## src/rtl/comet_uart_tx_port_pkg.sv

```systemverilog
// Shared definitions for the COMET II serial transmit peripheral:
// register offsets, STATUS/CTRL bit positions, serializer states, address decode.
package comet_uart_tx_port_pkg;

    localparam logic [1:0] REG_TXDATA = 2'd0;
    localparam logic [1:0] REG_STATUS = 2'd1;
    localparam logic [1:0] REG_CTRL   = 2'd2;
    localparam logic [1:0] REG_RSVD   = 2'd3;

    localparam int ST_FULL    = 0;
    localparam int ST_EMPTY   = 1;
    localparam int ST_BUSY    = 2;
    localparam int ST_OVF     = 3;
    localparam int ST_CNT_LSB = 4;

    localparam int CTRL_EN = 0;
    localparam int CTRL_IE = 1;

    typedef enum logic [1:0] {
        S_IDLE  = 2'd0,
        S_START = 2'd1,
        S_DATA  = 2'd2,
        S_STOP  = 2'd3
    } tx_state_t;

    typedef struct packed {
        logic       hit;
        logic [1:0] off;
    } bus_dec_t;

    // Subtracting the base keeps the window correct even for an unaligned BASE_ADDR.
    function automatic bus_dec_t decode(input logic [15:0] addr, input logic [15:0] base);
        bus_dec_t   d;
        logic [15:0] off;
        off   = addr - base;
        d.hit = (off[15:2] == 14'd0);
        d.off = off[1:0];
        return d;
    endfunction

endpackage

```

## src/rtl/comet_uart_tx_port_fifo.sv

```systemverilog
// Single-clock FIFO with show-ahead read data; a pop in the same cycle
// frees the slot, so a push into a full FIFO is accepted when paired with a pop.
module comet_sync_fifo #(
    parameter int WIDTH = 8,
    parameter int AW    = 3
) (
    input  logic             clk,
    input  logic             rst_n,
    input  logic             push,
    input  logic             pop,
    input  logic [WIDTH-1:0] wdata,
    output logic [WIDTH-1:0] rdata,
    output logic             full,
    output logic             empty,
    output logic [AW:0]      count
);
    localparam int          DEPTH   = 1 << AW;
    localparam logic [AW:0] DEPTH_C = (AW+1)'(DEPTH);

    logic [WIDTH-1:0] mem [DEPTH];
    logic [AW-1:0]    wr_ptr, rd_ptr;
    logic             do_push, do_pop;

    assign full    = (count == DEPTH_C);
    assign empty   = (count == '0);
    assign do_pop  = pop && !empty;
    assign do_push = push && (!full || do_pop);
    assign rdata   = mem[rd_ptr];

    always_ff @(posedge clk) begin
        if (do_push) mem[wr_ptr] <= wdata;
    end

    always_ff @(posedge clk or negedge rst_n) begin
        if (!rst_n) begin
            wr_ptr <= '0;
            rd_ptr <= '0;
            count  <= '0;
        end else begin
            if (do_push) wr_ptr <= wr_ptr + 1'b1;
            if (do_pop)  rd_ptr <= rd_ptr + 1'b1;
            case ({do_push, do_pop})
                2'b10:   count <= count + 1'b1;
                2'b01:   count <= count - 1'b1;
                default: count <= count;
            endcase
        end
    end

endmodule

```

## src/rtl/comet_uart_tx_port.sv

```systemverilog
// Memory-mapped 8N1 transmitter on the COMET II bus: register file and decode,
// TX FIFO, and a serializer that chains frames with no idle gap between them.
module comet_uart_tx_port
    import comet_uart_tx_port_pkg::*;
#(
    parameter logic [15:0] BASE_ADDR = 16'hFF00,
    parameter int          CLK_DIV   = 139,
    parameter int          FIFO_AW   = 3
) (
    input  logic        mclk,
    input  logic        rst_n,
    input  logic        re,
    input  logic [15:0] raddr,
    output logic [15:0] rdata,
    output logic        rd_hit,
    input  logic        we,
    input  logic [15:0] waddr,
    input  logic [15:0] wdata,
    output logic        tx,
    output logic        irq
);
    localparam logic [15:0] TIMER_MAX = 16'(CLK_DIV - 1);

    bus_dec_t         rd_dec, wr_dec;
    logic             wr_push, ctrl_wr, st_rd, overflow;
    logic [1:0]       ctrl;
    logic             ovf;
    logic [15:0]      status, rd_val;
    logic             full, empty, pop, busy;
    logic [FIFO_AW:0] count;
    logic [7:0]       fifo_q;

    tx_state_t   state, state_n;
    logic [15:0] timer, timer_n;
    logic [2:0]  bit_idx, bit_n;
    logic [7:0]  shreg, shreg_n;
    logic        tx_n, bit_end, start_ok;

    logic unused_wdata;
    assign unused_wdata = ^wdata[15:8];

    assign rd_dec   = decode(raddr, BASE_ADDR);
    assign wr_dec   = decode(waddr, BASE_ADDR);
    assign wr_push  = we && wr_dec.hit && (wr_dec.off == REG_TXDATA);
    assign ctrl_wr  = we && wr_dec.hit && (wr_dec.off == REG_CTRL);
    assign st_rd    = re && rd_dec.hit && (rd_dec.off == REG_STATUS);
    assign overflow = wr_push && full && !pop;
    assign busy     = (state != S_IDLE);
    assign irq      = empty && !busy && ctrl[CTRL_IE];

    always_comb begin
        status                              = '0;
        status[ST_FULL]                     = full;
        status[ST_EMPTY]                    = empty;
        status[ST_BUSY]                     = busy;
        status[ST_OVF]                      = ovf;
        status[ST_CNT_LSB +: FIFO_AW+1]     = count;
    end

    always_comb begin
        rd_val = '0;
        case (rd_dec.off)
            REG_STATUS: rd_val = status;
            REG_CTRL:   rd_val = {14'h0, ctrl};
            default:    rd_val = '0;
        endcase
    end

    // Overflow wins over a same-cycle STATUS read so a drop is never lost.
    always_ff @(posedge mclk or negedge rst_n) begin
        if (!rst_n) begin
            rdata  <= '0;
            rd_hit <= 1'b0;
            ctrl   <= 2'b01;
            ovf    <= 1'b0;
        end else begin
            rd_hit <= re && rd_dec.hit;
            rdata  <= (re && rd_dec.hit) ? rd_val : '0;
            if (ctrl_wr) ctrl <= wdata[1:0];
            if (overflow)   ovf <= 1'b1;
            else if (st_rd) ovf <= 1'b0;
        end
    end

    comet_sync_fifo #(.WIDTH(8), .AW(FIFO_AW)) u_fifo (
        .clk   (mclk),
        .rst_n (rst_n),
        .push  (wr_push),
        .pop   (pop),
        .wdata (wdata[7:0]),
        .rdata (fifo_q),
        .full  (full),
        .empty (empty),
        .count (count)
    );

    assign bit_end  = (timer == TIMER_MAX);
    assign start_ok = ctrl[CTRL_EN] && !empty;

    always_ff @(posedge mclk or negedge rst_n) begin
        if (!rst_n) begin
            state   <= S_IDLE;
            timer   <= '0;
            bit_idx <= '0;
            shreg   <= '0;
            tx      <= 1'b1;
        end else begin
            state   <= state_n;
            timer   <= timer_n;
            bit_idx <= bit_n;
            shreg   <= shreg_n;
            tx      <= tx_n;
        end
    end

    // End of STOP may launch the next START directly to keep frames contiguous.
    always_comb begin
        state_n = state;
        timer_n = timer;
        bit_n   = bit_idx;
        shreg_n = shreg;
        tx_n    = tx;
        pop     = 1'b0;
        if (state != S_IDLE) timer_n = bit_end ? '0 : timer + 16'd1;
        case (state)
            S_IDLE: begin
                if (start_ok) begin
                    pop     = 1'b1;
                    shreg_n = fifo_q;
                    tx_n    = 1'b0;
                    timer_n = '0;
                    state_n = S_START;
                end
            end
            S_START: begin
                if (bit_end) begin
                    state_n = S_DATA;
                    bit_n   = '0;
                    tx_n    = shreg[0];
                    shreg_n = {1'b0, shreg[7:1]};
                end
            end
            S_DATA: begin
                if (bit_end) begin
                    if (bit_idx == 3'd7) begin
                        state_n = S_STOP;
                        tx_n    = 1'b1;
                    end else begin
                        bit_n   = bit_idx + 3'd1;
                        tx_n    = shreg[0];
                        shreg_n = {1'b0, shreg[7:1]};
                    end
                end
            end
            S_STOP: begin
                if (bit_end) begin
                    if (start_ok) begin
                        pop     = 1'b1;
                        shreg_n = fifo_q;
                        tx_n    = 1'b0;
                        state_n = S_START;
                    end else begin
                        state_n = S_IDLE;
                    end
                end
            end
            default: state_n = S_IDLE;
        endcase
    end

endmodule

```

## config.mk

```make
export PLATFORM = sky130hd
export DESIGN_NAME = comet_uart_tx_port
export DESIGN_NICKNAME = d
export VERILOG_FILES = /design/src/rtl/comet_uart_tx_port_pkg.sv /design/src/rtl/comet_uart_tx_port_fifo.sv /design/src/rtl/comet_uart_tx_port.sv
export SDC_FILE = /design/constraint.sdc
export NUM_CORES = 1
export LEC_CHECK = 0
export CAP_MARGIN = 5
export CORE_MARGIN = 8
export CORE_UTILIZATION = 34
export DETAILED_ROUTE_END_ITERATION = 8
export SYNTH_ARGS = -nofsm -noshare
export SYNTH_HDL_FRONTEND = slang
export SYNTH_SLANG_ARGS = --single-unit
```

## constraint.sdc

```tcl
create_clock -name mclk -period 3.3 [get_ports mclk]
set_clock_uncertainty 0.2 [all_clocks]
set_input_delay 0.66 -clock mclk [delete_from_list [all_inputs] [get_ports mclk]]
set_output_delay 0.66 -clock mclk [all_outputs]
set_load 0.01 [all_outputs]
```

Word-level counts from Yosys, hierarchy flattened
Memory sizes are Yosys's and may differ from the RTL's.
Index checks and enable logic that the tools add are counted.
Storage, ports and cells
  register bits: 60
  RAM bits: 64
  input bits: 52
  output and inout bits: 19
  word-level logic and storage cells: 105
  memories kept: 1
Operators by class
  add/sub/neg operators: 8
  eq/ne operators: 17
  multiplexer cells: 37
  reduce and logical (&&, ||, !) cells: 30
Memories
  u_fifo.mem: depth 8, bits a word 8, rd ports 1, clocked after Yosys merged registers in 0, wr ports 1, line comet_uart_tx_port_fifo.sv:20  | logic [WIDTH-1:0] mem [DEPTH];
Operators with widths (count)
  $mux 16: 5
  $mux 8: 5
  $pmux 8 s4: 1
  $sub 16x16->16 const B: 2
  $logic_not 14->1: 2
  $add 16x1->16 const B: 1
  $eq 16x8->1 const B: 1
  $pmux 8 s2: 1
  $logic_and 1x1->1: 12
  $mux 1: 12
  $ne 2x2->1 const B: 6
  $eq 2x2->1 const B: 5
  $mux 2: 5
  $add 3x1->3 const B: 3
  $mux 3: 3
  $pmux 2 s4: 1
  $pmux 4 s2: 1
  $reduce_and 4->1: 2
  $reduce_bool 2->1: 4
  $eq 2x1->1 const B: 3
  $pmux 3 s2: 1
  $reduce_and 5->1: 1
  $add 4x1->4 const B: 1
  $eq 4x4->1 const B: 1
  other kinds (9): 13

Depth between registers and ports, before layout
Gate-level depths: netlist of run 1.
  depth in word-level cells: 11
  depth in mapped cells: 13

By module
From an unflattened synthesis of run 1, not the netlist that was laid out.
Unflattened totals
  cell total of the unflattened synthesis: 400
  area, all modules: 5434.0 um^2
By module, submodules not included
  comet_sync_fifo: instances 1, cells an instance 160, area an instance 3079.2 um^2, sequential area each 2172.1 um^2
  comet_uart_tx_port: instances 1, cells an instance 240, area an instance 2354.8 um^2, sequential area each 1053.5 um^2

Worst setup path after synthesis of run 1
OpenSTA, ideal clock, no wires.
  kind: input to register
  from: input waddr[3]
  to: register u_fifo.count[3]
  setup time: 0.087 ns
  arrival: 3.202 ns
  setup slack: -0.188 ns
  stages: 11
  buffers on the path: 1
  path through: or4_4 > or4_4 > nor2_4 > buf_6 > or2_2 > inv_1 > ha_1 > a21o_1 > a21o_1 > or4_1 > o211ai_1
Between the ends
  cells in the longest elaborated chain, start to end: 7
RTL lines
  start: declaration: line comet_uart_tx_port.sv:17  | input logic [15:0] waddr,
  $sub 16x16->16 *: line comet_uart_tx_port_pkg.sv:35  | off = addr - base;
  $logic_not 14->1 *: line comet_uart_tx_port_pkg.sv:36  | d.hit = (off[15:2] == 14'd0);
  $logic_and 1x1->1 * (2 in series): line comet_uart_tx_port.sv:44  | assign wr_push = we && wr_dec.hit && (wr_dec.off == REG_TXDATA);
  $logic_and 1x1->1 *: line comet_uart_tx_port_fifo.sv:27  | assign do_push = push && (!full || do_pop);
  $eq 2x1->1 / $eq 2x2->1 (equally long branches): line comet_uart_tx_port_fifo.sv:42  | case ({do_push, do_pop})
  $pmux 4 s2 / $reduce_bool 2->1 (equally long branches)
  end signal: assignment: line comet_uart_tx_port_fifo.sv:43  | 2'b10: count <= count + 1'b1;
  end signal: assignment: line comet_uart_tx_port_fifo.sv:44  | 2'b01: count <= count - 1'b1;
  end signal: assignment: line comet_uart_tx_port_fifo.sv:45  | default: count <= count;
  end: declaration: line comet_uart_tx_port_fifo.sv:15  | output logic [AW:0] count
Every way passes the cells marked *; elsewhere a longest branch is shown, timed or not.
A chain may end at the register's enable or synchronous reset.

Worst setup path in the final report of run 1
  from: input waddr[0]
  to: register u_fifo.count[3]
Between the ends
  cells in the longest elaborated chain, start to end: 7
RTL lines (line)
  $sub 16x16->16 *: comet_uart_tx_port_pkg.sv:35
  $logic_not 14->1: comet_uart_tx_port_pkg.sv:36
  $logic_and 1x1->1: comet_uart_tx_port.sv:44
  $logic_and 1x1->1 *: comet_uart_tx_port.sv:44
  $logic_and 1x1->1 *: comet_uart_tx_port_fifo.sv:27
  $eq 2x1->1 / $eq 2x2->1 (equally long branches): comet_uart_tx_port_fifo.sv:42
  $pmux 4 s2 / $reduce_bool 2->1 (equally long branches)
Marked as above.

==> flow_summary.yaml, run 1 <==
global_route:
  grt_pass1_vias: 3598
  antenna_found_initial: 0
  grt_pass1_wl_mm: 18.6
  grt_overflow: 0
  grt_max_degree: 37
  track_usage_pct: 12.0
power_and_ir_drop:
  ir_drop_mv: 0.411
  p_per_area_mw_per_mm2: 623
  leakagePower_uw: 0.00265
  power.total_uw: 4240
worst_setup_path:
  crit_type: "in -> reg"
  required_ps: 3430
  cp-start-kind: "input pin"
  path_max_fanout: 2
  cp-end-kind: "register"
  arrival_ps: 3330
place:
  post-dp-hpwl_mm: 8.02
  gp_congestion: 0.758
  port_buffers: 54
  dp.cells: 648
drt:
  route.detailed.drc: 0
  wire_per_inst_um: 16.4
  vias_per_cell: 5.07
  dr.pass1.iters: 4
  vias: 3474
  ant_nets: 0
  wl_mm: 11.2
  drt_iter0_markers: 128
floorplanning:
  start_util_pct: 34.8
  rows: 45
  core_mm2: 0.0152
  dieWidth_um: 141
  fp.dieH_um: 141
  num_io_pins: 71
  dieArea_mm2: 0.0198
clock_tree:
  cts_num_sinks: 116
  clock_path_buffers: 2
  numCtsBuffers: 17
  insertion_delay_ps: 410
  h-tree-depth: 4
  cts_root_buf: "clkbuf_16"
  clkTransAtPathRegs_ps: 60
  cts_tree: "done"
timing:
  tightest_slew_ps: 807
  rsz0062_at_grt: "yes"
  setup_tns_ps: 0
  period_minus_slack_ps: 3200
  maxSlewViolCount: 0
  hold_violations: 0
  relSlewSlack_pct: 45.5
  period_share_pct: 97.1
  fmax_ghz: 0.312
  setup_viol: 0
finish:
  layout-drive-gt1-share_pct: 21.1
  final_cell_mix: "64 x edfxtp_1, 50 x dfrtp_1, 45 x clkdlybuf4s50_1"
  diodes: 0
  fin_nets: 551
  syn_to_final_growth_pct: 28.6
  fillers: 1398
  fin_cells: 685
  final_common_cell: "edfxtp_1"
synthesis:
  yosysUniqueCellTypes: 59
  async_flop_share_pct: 44.8
  syn_avg_cell_area_um2: 13.4
  yosysSeqAreaShare_pct: 61.0
  yosys_warnings: 0
  netlist_instances: 394
  synth_ff_type: "edfxtp_1"
  syn-cell-area_mm2: 0.00529
  ys_ff_latch: 116
  synth_edf_count: 64
run:
  cap_viol_max_count: 0
status:
  status: "finished clean"
worst_hold_path:
  min_path_type: "reg -> reg"
[worst max-delay path: stages]
cell           delay, ps
dlygate4sd2_1        230
or4b_4               510
or4_4                560
nor2_4               120
or2_4                140
inv_4                 40
ha_4                 200
a21o_1               150
a21o_1               160
or4_1                470
o211ai_1              90
[metal layers]
metal  part of all wire [%]  up-vias  GRT usage [%]  wire length (µm)
li1                       -     1661              -                 -
met1                     43     1727           14.0              4850
met2                     51       75           20.5              5760
met3                    3.9       11           2.97               434
met4                    1.7        0           5.66               188
met5                      0        -              0                 0
[metrics by stage]
| step | hold slack [ps] | utilization [%] | setup slack [ps] | instance area [µm²] |
|---|---|---|---|---|
| final | 284 | 44.7 | 97.3 | 6800 |
| after CTS | 286 | 44.7 | 59.6 | 6790 |
| after floorplan | 164 | - | -174 | 5330 |
| after detailed placement | 273 | 40.7 | -503 | 6180 |
| after global placement | 262 | 40.7 | -468 | 6180 |
| after global routing | 313 | 44.7 | -19.0 | 6800 |
[sequential cells by signal, indices dropped and copies added (netlist names), 2 cells and up]
register	flops
u_fifo.mem	64
bit_idx	3
u_fifo.count	4
shreg	8
u_fifo.wr_ptr	3
rdata	8
u_fifo.rd_ptr	3
state	2
ctrl	2
timer	16
[synthesized netlist by cell type (all sizes together), types with 3 or more instances]
master	n	area share [%]
o21ai	27	2.6
o31ai	5	0.71
mux2i	10	1.9
nor2	25	1.9
a21o	4	0.59
ha	14	3.3
and3	7	0.83
nor3	7	0.66
nand2b	4	0.47
edfxtp	64	36
xnor2	5	0.83
or4	4	0.71
a21oi	13	1.2
dfrtp	50	24
buf	12	1.6
mux4	16	6.8
nand3	9	0.85
nand2	36	2.7
xor2	3	0.50
mux2	8	1.8
nor4	3	0.35
nand4	8	0.95
inv	11	0.78
and4	3	0.52
a22o	3	0.50
clkbuf	10	0.71
[cell type report]
type	instances	area [µm²]	share of cell area (%)
inverter	11	43.8	0.644
clock inverter	15	146	2.15
sequential	116	3230	47.4
clock buffer	17	425	6.26
multi-input combinational	252	1950	28.7
timing repair buffer	86	769	11.3
tap	188	235	3.46
[timing repair]
| item | CTS | global route |
|---|---|---|
| buffers inserted | 4 | 0 |
| resized for setup | 9 | 3 |
| endpoints found under the hold margin | 15 | 0 |
| pin swaps | 8 | 7 |
| gates cloned | 0 | 0 |
| setup endpoints to repair | 1 | 2 |
| hold buffers | 1 | 0 |
[cells by family (layout without fill, tap and decap cells)]
| family | after synthesis | count (layout) | share of synthesized area [%] |
|---|---|---|---|
| simple gates | 121 | 121 | 12.4 |
| flops | 116 | 116 | 61.0 |
| compound gates | 66 | 66 | 7.97 |
| mux | 34 | 34 | 10.5 |
| buf+inv | 33 | 129 | 3.10 |
| fa+ha+maj | 15 | 15 | 3.69 |
| xor+xnor | 8 | 8 | 1.32 |
| other cells | 1 | 8 | 0.0709 |
[worst paths after layout]
check / start / endpoint / slack (ps) / cells past startpoint
hold reg to reg: shreg[5] / shreg[5] / 280 / 2
setup / recovery: waddr[0] / u_fifo.count[3] / 100 / 11
hold / removal: shreg[5] / shreg[5] / 280 / 2
min in group asynchronous: rst_n / rdata[5] / 490 / 2
setup reg to reg: timer[0] / u_fifo.count[3] / 350 / 12
max in group asynchronous: rst_n / tx / 1580 / 3
[power breakdown]
part	switching [µW]	leakage (µW)	total, µW	internal (µW)
Combinational	478	0.00111	792	314
Sequential	75.7	0.00126	1700	1620
Clock	690	0.000277	1750	1060
Total	1240	0.00265	4240	2990
Power figures use the tool's default switching activity.
==> inputs of run 2 (changes only) <==
--- a/config.mk
+++ b/config.mk
@@ -5,6 +5,7 @@
 export SDC_FILE = /design/constraint.sdc
 export NUM_CORES = 1
 export LEC_CHECK = 0
+export ABC_CLOCK_PERIOD_IN_PS = 3300
 export CAP_MARGIN = 5
 export CORE_MARGIN = 8
 export CORE_UTILIZATION = 34
==> results of run 2 <==
Final layout, timing and power as in run 1 (identical DEF).
==> inputs of run 3 (changes only) <==
--- a/config.mk
+++ b/config.mk
@@ -5,7 +5,7 @@
 export SDC_FILE = /design/constraint.sdc
 export NUM_CORES = 1
 export LEC_CHECK = 0
-export ABC_CLOCK_PERIOD_IN_PS = 3300
+export ABC_CLOCK_PERIOD_IN_PS = 3200
 export CAP_MARGIN = 5
 export CORE_MARGIN = 8
 export CORE_UTILIZATION = 34
==> constraint.sdc (replaced) <==
create_clock -name mclk -period 3.2 [get_ports mclk]
set_clock_uncertainty 0.2 [all_clocks]
set_input_delay 0.64 -clock mclk [delete_from_list [all_inputs] [get_ports mclk]]
set_output_delay 0.64 -clock mclk [all_outputs]
set_load 0.01 [all_outputs]
==> run 3 against run 2 <==
  * Count of clock-buffer cells in the layout increased by 2
  * Final area grew 0.81%
  * Non-clock buffer count up 4
  * Combinational power rose by 4.7%
  * Clock power increased by 5%
  * Register-to-register slack got worse by 150 ps
  * Global-route usage is essentially flat
  * Total power increased by 4.5%
  * Sequential power rose by 3%
  * Critical path depth unchanged
  * Core utilization up 0.36 points
  * Flip-flop and latch count stayed put
  * Largest power group unchanged
==> flow_summary.yaml, run 3 (synthesized netlist as in run 1, its figures left out) <==
global_route:
  grt_pass1_wl_mm: 18.6
  grt_overflow: 0
  grt_max_degree: 53
  antenna_found_initial: 0
  grt_pass1_vias: 3573
  track_usage_pct: 12.0
drt:
  drt_iter0_markers: 208
  route.detailed.drc: 0
  ant_nets: 0
  vias: 3498
  wl_mm: 11.1
  vias_per_cell: 5.08
  dr.pass1.iters: 4
  wire_per_inst_um: 16.1
clock_tree:
  clock_path_buffers: 2
  hold_buffers: 0
  cts_root_buf: "clkbuf_16"
  clkTransAtPathRegs_ps: 50
  cts_num_sinks: 116
  cts_tree: "done"
  numCtsBuffers: 17
  h-tree-depth: 4
  insertion_delay_ps: 420
worst_setup_path:
  path_max_fanout: 2
  arrival_ps: 3220
  crit_start: "waddr[6]"
  crit_type: "in -> reg"
  required_ps: 3330
  cp-end-kind: "register"
  cp-start-kind: "input pin"
  timing.rr.start: "state[0]"
status:
  status: "finished clean"
floorplanning:
  num_io_pins: 71
  start_util_pct: 34.8
  rows: 45
  core_mm2: 0.0152
  fp.dieH_um: 141
  dieWidth_um: 141
  dieArea_mm2: 0.0198
timing:
  setup_viol: 0
  relSlewSlack_pct: 42.0
  tightest_slew_ps: 859
  period_minus_slack_ps: 3090
  rsz0062_at_grt: "no"
  maxSlewViolCount: 0
  fmax_ghz: 0.324
  layout_setup_ws_ps: 109
  hold_violations: 0
  period_share_pct: 96.6
finish:
  fin_nets: 555
  final_common_cell: "edfxtp_1"
  largest_register_ffs: 64
  final_cell_mix: "64 x edfxtp_1, 50 x dfrtp_1, 45 x clkdlybuf4s50_1"
  layout-drive-gt1-share_pct: 22.4
  diodes: 0
  fin_cells: 689
  top_regs: "u_fifo.mem: 64 flops, timer: 16 flops"
  regMostFlops: "u_fifo.mem"
  syn_to_final_growth_pct: 29.6
place:
  preCtsSetupSlack_ps: -608
  gp_congestion: 0.766
  post-dp-hpwl_mm: 7.85
  port_buffers: 54
  dp.cells: 653
power_and_ir_drop:
  p_per_area_mw_per_mm2: 646
  ir_drop_mv: 0.358
  leakagePower_uw: 0.00267
worst_hold_path:
  min_path_type: "in -> async"
run:
  cap_viol_max_count: 0
## run 3: where the power goes
part	internal (µW)	switching (µW)	leakage [µW]	total, µW
combinational	336	494	0.00114	829
clock	1150	691	0.000271	1840
sequential	1680	78.1	0.00126	1750
total	3160	1260	0.00267	4430
## run 3: through the flow
stage | util [%] | area (µm²) | TNS, ps | power [µW] | hold WS (ps)
after floorplan | - | 5340 | -254 | 2330 | 144
after global placement | 41.1 | 6240 | -16570 | 2570 | 262
after detailed placement | 41.1 | 6240 | -19000 | 2620 | 275
after CTS | 45.1 | 6860 | 0 | 4460 | 5.76
after global routing | 45.1 | 6860 | 0 | 4660 | 24.1
final | 45.1 | 6860 | 0 | 4430 | 3.78
## run 3: what timing repair did
item	in CTS	in global routing
resized for setup	13	5
pin swaps	9	9
setup buffers	4	0
setup endpoints to repair	1	2
## run 3: cell type report
class | instances | area, µm²
fill | 1345 | 8350
timing repair buffer | 90 | 806
clock inverter | 13 | 151
sequential | 116 | 3230
multi-input combinational | 252 | 1960
inverter | 11 | 43.8
tap | 188 | 235
clock buffer | 19 | 433
## run 3: worst paths after layout
check,to,slack [ps],cells past startpoint
setup / recovery,u_fifo.count[3],110,11
hold / removal,rdata[4],4,2
setup reg to reg,u_fifo.count[3],200,11
hold reg to reg,shreg[4],280,2
max in group asynchronous,tx,2500,2
min in group mclk,shreg[4],280,2
## run 3: metal layers
layer	global-route usage, %	vias to the layer above	part of all wire (%)
li1	-	1668	-
met1	14.4	1741	44
met2	19.6	74	49
met3	3.88	15	4.9
met4	5.15	0	1.6
met5	0	-	0
## run 3: critical path, stage by stage
cell             delay (ps)
clkdlybuf4s15_1         160
or4_4                   530
or4_4                   540
nor2_4                  120
or2_4                   130
inv_4                    40
ha_4                    190
a21o_1                  140
a21o_1                  160
or4_1                   470
o211ai_1                100
